`src/rtl/correlator_sequencer_pkg.sv`:
```
// Shared defaults and types for the correlator sequencer and the correlator blocks it drives.
package correlator_sequencer_pkg;

  localparam int unsigned TRATE_DEF   = 12;
  localparam int unsigned TBITS_DEF   = 4;
  localparam int unsigned LATENCY_DEF = 3;
  localparam int unsigned CBITS_DEF   = 24;
  localparam int unsigned BSBITS      = 5;

  typedef enum logic {
    IDLE = 1'b0,
    RUN  = 1'b1
  } seq_state_t;

endpackage

```
`src/rtl/correlator_sequencer_shift_delay.sv`:
```
// Registered delay line of DEPTH stages, WIDTH bits wide, asynchronously cleared.
module shift_delay #(
  parameter int unsigned WIDTH = 4,
  parameter int unsigned DEPTH = 3
) (
  input  logic             clk_x,
  input  logic             rst,
  input  logic [WIDTH-1:0] din,
  output logic [WIDTH-1:0] dout
);

  logic [WIDTH-1:0] pipe [DEPTH];

  always_ff @(posedge clk_x or posedge rst) begin
    if (rst) begin
      for (int i = 0; i < int'(DEPTH); i++) pipe[i] <= '0;
    end else begin
      pipe[0] <= din;
      for (int i = 1; i < int'(DEPTH); i++) pipe[i] <= pipe[i-1];
    end
  end

  assign dout = pipe[DEPTH-1];

endmodule

```
`src/rtl/correlator_sequencer.sv`:
```
// Slot sequencer for the time-multiplexed correlators: walks rd through all slots per sample,
// tracks accumulation blocks and flips the output bank once the last writes have drained.
module correlator_sequencer
  import correlator_sequencer_pkg::*;
#(
  parameter int unsigned TRATE   = TRATE_DEF,
  parameter int unsigned TBITS   = TBITS_DEF,
  parameter int unsigned LATENCY = LATENCY_DEF,
  parameter int unsigned CBITS   = CBITS_DEF
) (
  input  logic              clk_x,
  input  logic              rst,
  input  logic              enable,
  input  logic [BSBITS-1:0] blocksize,
  input  logic              strobe,
  output logic              ready,
  output logic              en,
  output logic              sw,
  output logic [TBITS-1:0]  rd,
  output logic [TBITS-1:0]  wr,
  output logic              bank,
  output logic              switched,
  output logic              overrun
);

  localparam int unsigned DBITS = $clog2(LATENCY + 1);
  localparam logic [TBITS-1:0] LAST_SLOT = TBITS'(TRATE - 1);

  seq_state_t        state;
  logic [CBITS-1:0]  count;
  logic [CBITS-1:0]  mask;
  logic [CBITS:0]    span;
  logic [BSBITS-1:0] bs_q;
  logic [DBITS-1:0]  drain;
  logic              clear_pending;
  logic              cp_nxt;
  logic              en_nxt;
  logic              last_slot;
  logic              block_end;
  logic              block_start;
  logic              accept;

  // A block starts either right after one ends or from an idle, zero count.
  always_comb begin
    last_slot   = (state == RUN) && (rd == LAST_SLOT);
    ready       = enable && ((state == IDLE) || (rd == LAST_SLOT));
    accept      = strobe && ready;
    span        = (CBITS+1)'(1) << bs_q;
    mask        = CBITS'(span - (CBITS+1)'(1));
    block_end   = last_slot && (count == mask);
    block_start = block_end || (!last_slot && (count == '0));
    en_nxt      = accept || ((state == RUN) && !last_slot);
    cp_nxt      = block_end ? 1'b1 : (last_slot ? 1'b0 : clear_pending);
  end

  always_ff @(posedge clk_x or posedge rst) begin
    if (rst) begin
      state         <= IDLE;
      rd            <= '0;
      en            <= 1'b0;
      sw            <= 1'b0;
      clear_pending <= 1'b1;
      count         <= '0;
      bs_q          <= '0;
    end else begin
      en            <= en_nxt;
      sw            <= en_nxt && cp_nxt;
      clear_pending <= cp_nxt;
      if (accept) begin
        state <= RUN;
        rd    <= '0;
        if (block_start) bs_q <= blocksize;
      end else if (last_slot) begin
        state <= IDLE;
        rd    <= '0;
      end else if (state == RUN) begin
        rd <= rd + TBITS'(1);
      end
      if (block_end)      count <= '0;
      else if (last_slot) count <= count + CBITS'(1);
    end
  end

  // Bank flips only after the final writes of a block have left the correlator pipeline.
  always_ff @(posedge clk_x or posedge rst) begin
    if (rst) begin
      drain    <= '0;
      bank     <= 1'b0;
      switched <= 1'b0;
      overrun  <= 1'b0;
    end else begin
      switched <= 1'b0;
      if (block_end) begin
        drain <= DBITS'(LATENCY);
      end else if (drain != '0) begin
        drain <= drain - DBITS'(1);
        if (drain == DBITS'(1)) begin
          bank     <= ~bank;
          switched <= 1'b1;
        end
      end
      if (!enable)                overrun <= 1'b0;
      else if (strobe && !ready)  overrun <= 1'b1;
    end
  end

  shift_delay #(
    .WIDTH(TBITS),
    .DEPTH(LATENCY)
  ) u_wr_delay (
    .clk_x(clk_x),
    .rst  (rst),
    .din  (rd),
    .dout (wr)
  );

endmodule

```
`config.mk`:
```
export PLATFORM = sky130hd
export DESIGN_NAME = correlator_sequencer
export DESIGN_NICKNAME = d
export VERILOG_FILES = /design/src/rtl/correlator_sequencer_pkg.sv /design/src/rtl/correlator_sequencer_shift_delay.sv /design/src/rtl/correlator_sequencer.sv
export SDC_FILE = /design/constraint.sdc
export NUM_CORES = 1
export LEC_CHECK = 0
export BUFFER_PORTS_ARGS = -buffer_cell sky130_fd_sc_hd__buf_2
export CAP_MARGIN = 10
export CELL_PAD_IN_SITES_DETAIL_PLACEMENT = 1
export CELL_PAD_IN_SITES_GLOBAL_PLACEMENT = 2
export CORE_MARGIN = 5
export CORE_UTILIZATION = 38
export CTS_CLUSTER_DIAMETER = 200
export DETAILED_ROUTE_END_ITERATION = 7
export GPL_ROUTABILITY_DRIVEN = 0
export GPL_TIMING_DRIVEN = 0
export PLACE_DENSITY_LB_ADDON = 0.1
export SKIP_LAST_GASP = 1
export SYNTH_ARGS = -nofsm -noshare
export SYNTH_HDL_FRONTEND = slang
export SYNTH_SLANG_ARGS = --single-unit
```
`constraint.sdc`:
```
create_clock -name clk_x -period 4.5 [get_ports clk_x]
set_input_delay 0.9 -clock clk_x [delete_from_list [all_inputs] [get_ports clk_x]]
set_output_delay 0.9 -clock clk_x [all_outputs]
set_load 0.02 [all_outputs]
```
==> flow_summary_export.csv, run 1 <==
group,metric,value,unit
cts,htreeDepth,2,
routing,drtIter0Drc,90,
finish,area_growth_syn_to_layout,11.1,%
yosys,synth_top_area_cell,"dfrtp_1",
yosys,yosysMostFrequentCell,"dfrtp_1",
routing,via_per_inst,5.49,
worst_setup_path,path_common_cell,"clkbuf_1",
finish,diodes,0,
worst_setup_path,reg2reg_setup_slack,0.29,ns
yosys,yosys_warnings,0,
routing,vias,2679,
power_and_ir_drop,p_per_area,551,mW/mm^2
timing,tightest_slew,0.795,ns
floorplan,placementRows,33,
timing,tns,0,ns
timing,min_period_over_period,93.6,%
worst_setup_path,arrival,4.41,ns
cts,numCtsBuffers,5,
timing,fin_skew,0.0113,ns
yosys,synth_cell_types,56,
routing,drc,0,
floorplan,fp.dieH,102,microns
cts,clkLatencyLatePin,0.32,ns
routing,drtAntennaViolNets,0,
timing,rsz0062_at_grt,"true",
global_routing,grt_max_degree,42,
timing,max-slew-margin-rel,46.8,%
cts,clock_path_buffers,2,
yosys,syn_inst,352,
routing,finalWirelength,8710,microns
worst_setup_path,end_kind,"flip-flop",
floorplan,start_util,39.2,%
yosys,synth.net_count,368,
cts,clkTransAtPathRegs,0.11,ns
worst_setup_path,path_class,"reg -> reg",
cts,ctsHoldBuffers,0,
power_and_ir_drop,pwr-share-comb,51.0,%
yosys,avgSynthCellArea,9.19,sq um
power_and_ir_drop,irDropWorstVdd,0.266,mV
cts,cts.sink_count,54,
floorplan,die_w,102,microns
worst_setup_path,critical_path.slowest_cell,"o41ai_4",
yosys,synth_top_area_share,41.0,%
cts,postCtsSetupRepairBufs,0,
yosys,synth_commonest_cells,"53 x dfrtp_1, 42 x nor2_1, 28 x nand2_1",
worst_setup_path,cp-start-kind,"flip-flop",
global_routing,grt_pass1_vias,2768,
worst_setup_path,crit_required,4.70,ns
min_path,hp-class,"reg -> reg",
yosys,ys_async_sr_fraction,100,%
worst_setup_path,critPathMaxFanout,10,
cts,clockRootBuffer,"clkbuf_8",
routing,dr.pass1.iters,4,
timing,drv_slew,0,
run_status,status,"finished, final reports clean",
worst_setup_path,worstPathCellList,"buf_2 -> or2_1 -> clkbuf_1 -> or2_2 -> ha_1 -> clkbuf_1 -> a32oi_1 -> o2111ai_1 -> nor4b_1 -> nand4_1 -> o41ai_4 -> mux2_2",
yosys,synth_area,0.00324,sq mm
timing,hold_violations,0,
timing,fmax,237,MHz
run,maxCapViolations,0,
yosys,ys_seq_area_share,41.8,%
yosys,synth_ff_type,"dfrtp_1",
power_and_ir_drop,p_seq_share,34.5,%
floorplan,core-area,0.00826,sq mm
power_and_ir_drop,switching_share,43.9,%
place,pre_cts_ws,0.376,ns
timing,layout_setup_ws,0.289,ns
yosys,synth-edff-count,0,
global_routing,grt_antenna_before_repair,0,
timing,setup_viol,0,
routing,wire_per_inst,17.8,microns
yosys,synth.area.top_cells,"dfrtp_1 41%, nor2_1 4.9%, xnor2_1 4.9%",
power_and_ir_drop,leakagePower,0.00161,uW
power_and_ir_drop,power.net_switching,869,uW
yosys,synth-seq-cells,54,
power_and_ir_drop,p_int,1110,uW
power_and_ir_drop,clockPowerShare,14.5,%
worst_setup_path,cpPeakStageDelay,0.67,ns
global_routing,track_usage,18.0,%
global_routing,grt_overflow,0,
place,io_buffer_count,22,
cts,cts_tree,"yes",
floorplan,die_area,0.0105,sq mm
finish,finalNetCount,398,
finish,drive_gt1_share,16.4,%
floorplan,io_pins,23,
global_routing,grt_pass1_wl,14700,microns
timing,layout_min_cycle_time,4.21,ns
place,hpwlAfterDp,6440,microns
-- area by class of cell --
class	instances	area [sq um]
Tap cell	105	131
Clock buffer	5	68.8
Fill cell	982	4660
Timing Repair Buffer	23	130
Multi-Input combinational cell	257	1700
Buffer	29	146
Sequential cell	54	1350
Clock inverter	3	22.5
Inverter	12	45.0
-- critical path, delay by kind of cell (launching register included) --
| kind | cells | cell delay (ns) |
|---|---|---|
| AO/OA/AOI/OAI | 3 | 1.14 |
| adder cells (fa/ha/maj) | 1 | 0.30 |
| buffers and inverters | 3 | 0.62 |
| flip-flops | 1 | 0.38 |
| multiplexers | 1 | 0.41 |
| AND/OR/NAND/NOR | 4 | 1.27 |
-- cell families after synthesis --
logic type | synth area share [%]
multiplexers | 4.02
AO/OA/AOI/OAI | 13.0
XOR/XNOR | 9.20
buffers and inverters | 5.92
AND/OR/NAND/NOR | 23.4
adder cells (fa/ha/maj) | 2.71
flip-flops | 41.8
-- what timing repair did --
action                                  in CTS  in global routing
endpoints found under the setup margin       0                 20
resized for setup                            0                  1
hold endpoints to repair                     0                  0
-- power by group through the flow --
stage / registers (uW) / clock network, uW / logic [uW]
2_1_floorplan: 698 / 0 / 719
3_3_place_gp: 686 / 0 / 989
3_5_place_dp: 692 / 0 / 1010
4_1_cts: 684 / 301 / 1010
5_1_grt: 700 / 317 / 1110
6_report: 682 / 288 / 1010
-- worst paths after layout --
| path | startpoint | endpoint | cells after the start |
|---|---|---|---|
| max reg2reg | bs_q[3] | bs_q[0] | 12 |
| min | u_wr_delay.pipe[11] | u_wr_delay.pipe[7] | 0 |
| max | bs_q[3] | bs_q[0] | 12 |
| min reg2reg | u_wr_delay.pipe[11] | u_wr_delay.pipe[7] | 0 |
| max in group asynchronous | rst | clear_pending | 3 |
| min in group asynchronous | rst | count[5] | 2 |
-- per-stage QoR --
step                utilization (%)  std cells  instance area [sq um]  hold WS, ns  power (uW)
floorplan                         -        352                   3240        0.331        1420
finish                         43.5        488                   3590        0.353        1980
global placement               42.1        479                   3480        0.332        1680
detailed placement             42.3        480                   3500        0.336        1700
CTS                            43.5        488                   3590        0.360        2000
global route                   43.5        488                   3590        0.370        2130
-- flip-flops by register name, indices dropped and copies added, names as in the netlist --
name	flops
rd	4
overrun	1
switched	1
drain	2
clear_pending	1
state	1
bs_q	5
count	24
u_wr_delay.dout	4
u_wr_delay.pipe	8
bank	1
en	1
sw	1
-- cell usage in the layout (no fill, tap or decap), types with 10 or more instances in the layout --
cell type and instances:
o21ai_0 10, nand2_1 28, xnor2_1 18, inv_1 11, clkbuf_1 14, buf_2 31
nand3_1 14, a21oi_1 12, dfrtp_1 53, xor2_1 16, nor2_1 42, nand4_1 10
-- per-layer routing --
layer	wire, microns	share of wire (%)	track usage, %
met4	107	1.2	4.64
met1	4410	51	26.2
met2	3950	45	28.2
met5	0	0	0
met3	231	2.7	2.32
Power figures use the tool's default switching activity.
==> run 2, diff against run 1 <==
ABC_AREA = 1   (was default)
CORE_UTILIZATION = 35   (was 38)
==> flow_summary_export.csv, run 2 <==
group,metric,value,unit
run_status,status,"finished, final reports clean",
power_and_ir_drop,power,2530,uW
routing,drtIter0Drc,168,
place,place_area,0.00407,sq mm
yosys,synth_top_area_share,35.2,%
floorplan,start_util,36.2,%
min_path,hp-class,"reg -> reg",
finish,area_growth_syn_to_layout,10.6,%
yosys,yosys_warnings,0,
run,maxCapViolations,0,
finish,diodes,0,
yosys,syn_inst,551,
finish,layout_commonest_cell,"nand2_1",
yosys,synth_area,0.00377,sq mm
finish,regMostFlops,"count",
yosys,synth_top_area_cell,"dfrtp_1",
global_routing,grt_overflow,0,
routing,vias,3522,
cts,clock_path_buffers,2,
finish,finalInstanceArea,0.00416,sq mm
yosys,synthSimpleGateAreaFrac,40.6,%
cts,numCtsBuffers,5,
yosys,ys_async_sr_fraction,100,%
worst_setup_path,cp-start-kind,"flip-flop",
routing,drtAntennaViolNets,0,
worst_setup_path,critPathMaxFanout,10,
cts,clkTransAtPathRegs,0.11,ns
yosys,synth.area.top_cells,"dfrtp_1 35%, nand2_1 15%, nand3_1 9.6%",
floorplan,core-area,0.0104,sq mm
timing,layout_min_cycle_time,2.90,ns
timing,min_period_over_period,64.4,%
cts,cts.sink_count,54,
global_routing,grt_pass1_vias,3571,
timing,tns,0,ns
cts,clockRootBuffer,"clkbuf_8",
global_routing,grt_antenna_before_repair,0,
timing,hold_violations,0,
yosys,yosysMostFrequentCell,"nand2_1",
worst_setup_path,end_kind,"flip-flop",
cts,clkLatencyLatePin,0.32,ns
global_routing,track_usage,18.3,%
yosys,synth-edff-count,0,
power_and_ir_drop,p_per_area,607,mW/mm^2
routing,dr.pass1.iters,7,
yosys,synth_top_family_by_area,"simple AND/OR/NAND/NOR gates",
timing,max-slew-margin-rel,61.7,%
timing,setup_viol,0,
cts,postCtsSetupRepairBufs,0,
worst_setup_path,arrival,3.12,ns
timing,tightest_slew,0.573,ns
yosys,ys_seq_area_share,35.9,%
yosys,synth-seq-cells,54,
cts,ctsHoldBuffers,0,
floorplan,placementRows,37,
floorplan,die_area,0.0129,sq mm
floorplan,die_w,114,microns
yosys,synth_cell_types,35,
timing,rsz0062_at_grt,"false",
timing,drv_slew,0,
cts,htreeDepth,2,
global_routing,grt_max_degree,31,
yosys,synth-compound-area-share,5.02,%
yosys,synth_xor_area_share,4.62,%
finish,reg.largest.list,"count (24), u_wr_delay.pipe (8), bs_q (5)",
yosys,synthMuxAreaShare,0,%
timing,fin_skew,0.00584,ns
cts,cts_tree,"yes",
yosys,synth_ff_type,"dfrtp_1",
finish,final_cell_mix,"147 x nand2_1, 78 x inv_1, 72 x nand3_1, 62 x nor2_1, 53 x dfrtp_1",
routing,via_per_inst,4.91,
floorplan,io_pins,23,
finish,finalNetCount,597,
power_and_ir_drop,leakagePower,0.00222,uW
cts,cts_resized,0,
finish,drive_gt1_share,12.5,%
worst_setup_path,crit_required,4.73,ns
yosys,avgSynthCellArea,6.84,sq um
power_and_ir_drop,irDropWorstVdd,0.348,mV
routing,wire_per_inst,15.6,microns
yosys,synth.net_count,567,
yosys,synth_commonest_cells,"147 x nand2_1, 79 x inv_1, 72 x nand3_1",
floorplan,fp.dieH,114,microns
place,io_buffer_count,22,
finish,largest_reg_flops,24,
place,hpwlAfterDp,9240,microns
global_routing,grt_pass1_wl,18700,microns
worst_setup_path,path_class,"reg -> reg",
routing,drc,0,
routing,finalWirelength,11200,microns
yosys,synth_fa_ha_area_share,2.33,%
timing,fmax,345,MHz
-- run 2: through the flow --
step,utilization (%),hold WS [ns],instances,setup slack (ns)
6_report,40.0,0.357,718,1.60
3_5_place_dp,39.0,0.336,710,1.57
4_1_cts,40.0,0.362,718,1.54
3_3_place_gp,38.8,0.332,709,1.52
5_1_grt,40.0,0.368,718,1.27
2_1_floorplan,-,0.331,551,2.15
-- run 2: final timing paths --
| check | slack (ns) | startpoint | end | depth (start not counted) |
|---|---|---|---|---|
| min | 0.36 | u_wr_delay.pipe[4] | u_wr_delay.dout[0] | 0 |
| min reg2reg | 0.36 | u_wr_delay.pipe[4] | u_wr_delay.dout[0] | 0 |
| max | 1.60 | bs_q[3] | bs_q[1] | 20 |
| max reg2reg | 1.60 | bs_q[3] | bs_q[1] | 20 |
| min in group asynchronous | 0.62 | rst | count[7] | 2 |
| max in group asynchronous | 3.26 | rst | clear_pending | 3 |
-- run 2: cells by family after synthesis --
kind of cell | after synthesis
XOR/XNOR | 19
AO/OA/AOI/OAI | 35
adder cells (fa/ha/maj) | 7
AND/OR/NAND/NOR | 337
buffers and inverters | 99
flip-flops | 54
-- run 2: final cells by class --
class / count / area, sq um
clock buffer: 5 / 68.8
tap: 136 / 170
buffer: 14 / 115
clock inverter: 3 / 28.8
sequential: 54 / 1350
fill: 1358 / 6250
multi-input combinational: 398 / 1980
inverter: 85 / 319
timing repair buffer: 23 / 130
-- run 2: layer usage --
| layer | up-vias | share of wire (%) | GRT usage [%] |
|---|---|---|---|
| met1 | 1676 | 50 | 26.1 |
| met3 | 8 | 2.4 | 2.12 |
| li1 | 1796 | - | - |
| met5 | - | 0 | 0 |
| met2 | 42 | 47 | 30.0 |
| met4 | 0 | 1.0 | 3.37 |
-- run 2: report_power, final --
group	total (uW)	switching [uW]	internal, uW
sequential	716	95.7	620
clock	294	178	116
combinational	1520	1000	516
total	2530	1280	1250
-- run 2: critical path, cell delays in order (launching register included) --
cell	delay (ns)
dfrtp_1	0.39
buf_6	0.15
nor2_4	0.17
buf_4	0.20
nand4_1	0.10
ha_1	0.32
inv_1	0.04
nand2_1	0.05
nand2_1	0.06
nor2_1	0.09
nand2_1	0.07
nor2_1	0.09
nand3_1	0.09
nor2_1	0.11
nand2_1	0.06
nor2_1	0.14
nand3_2	0.19
nand2_2	0.21
nand2_2	0.11
nand2_1	0.08
nand2_1	0.04
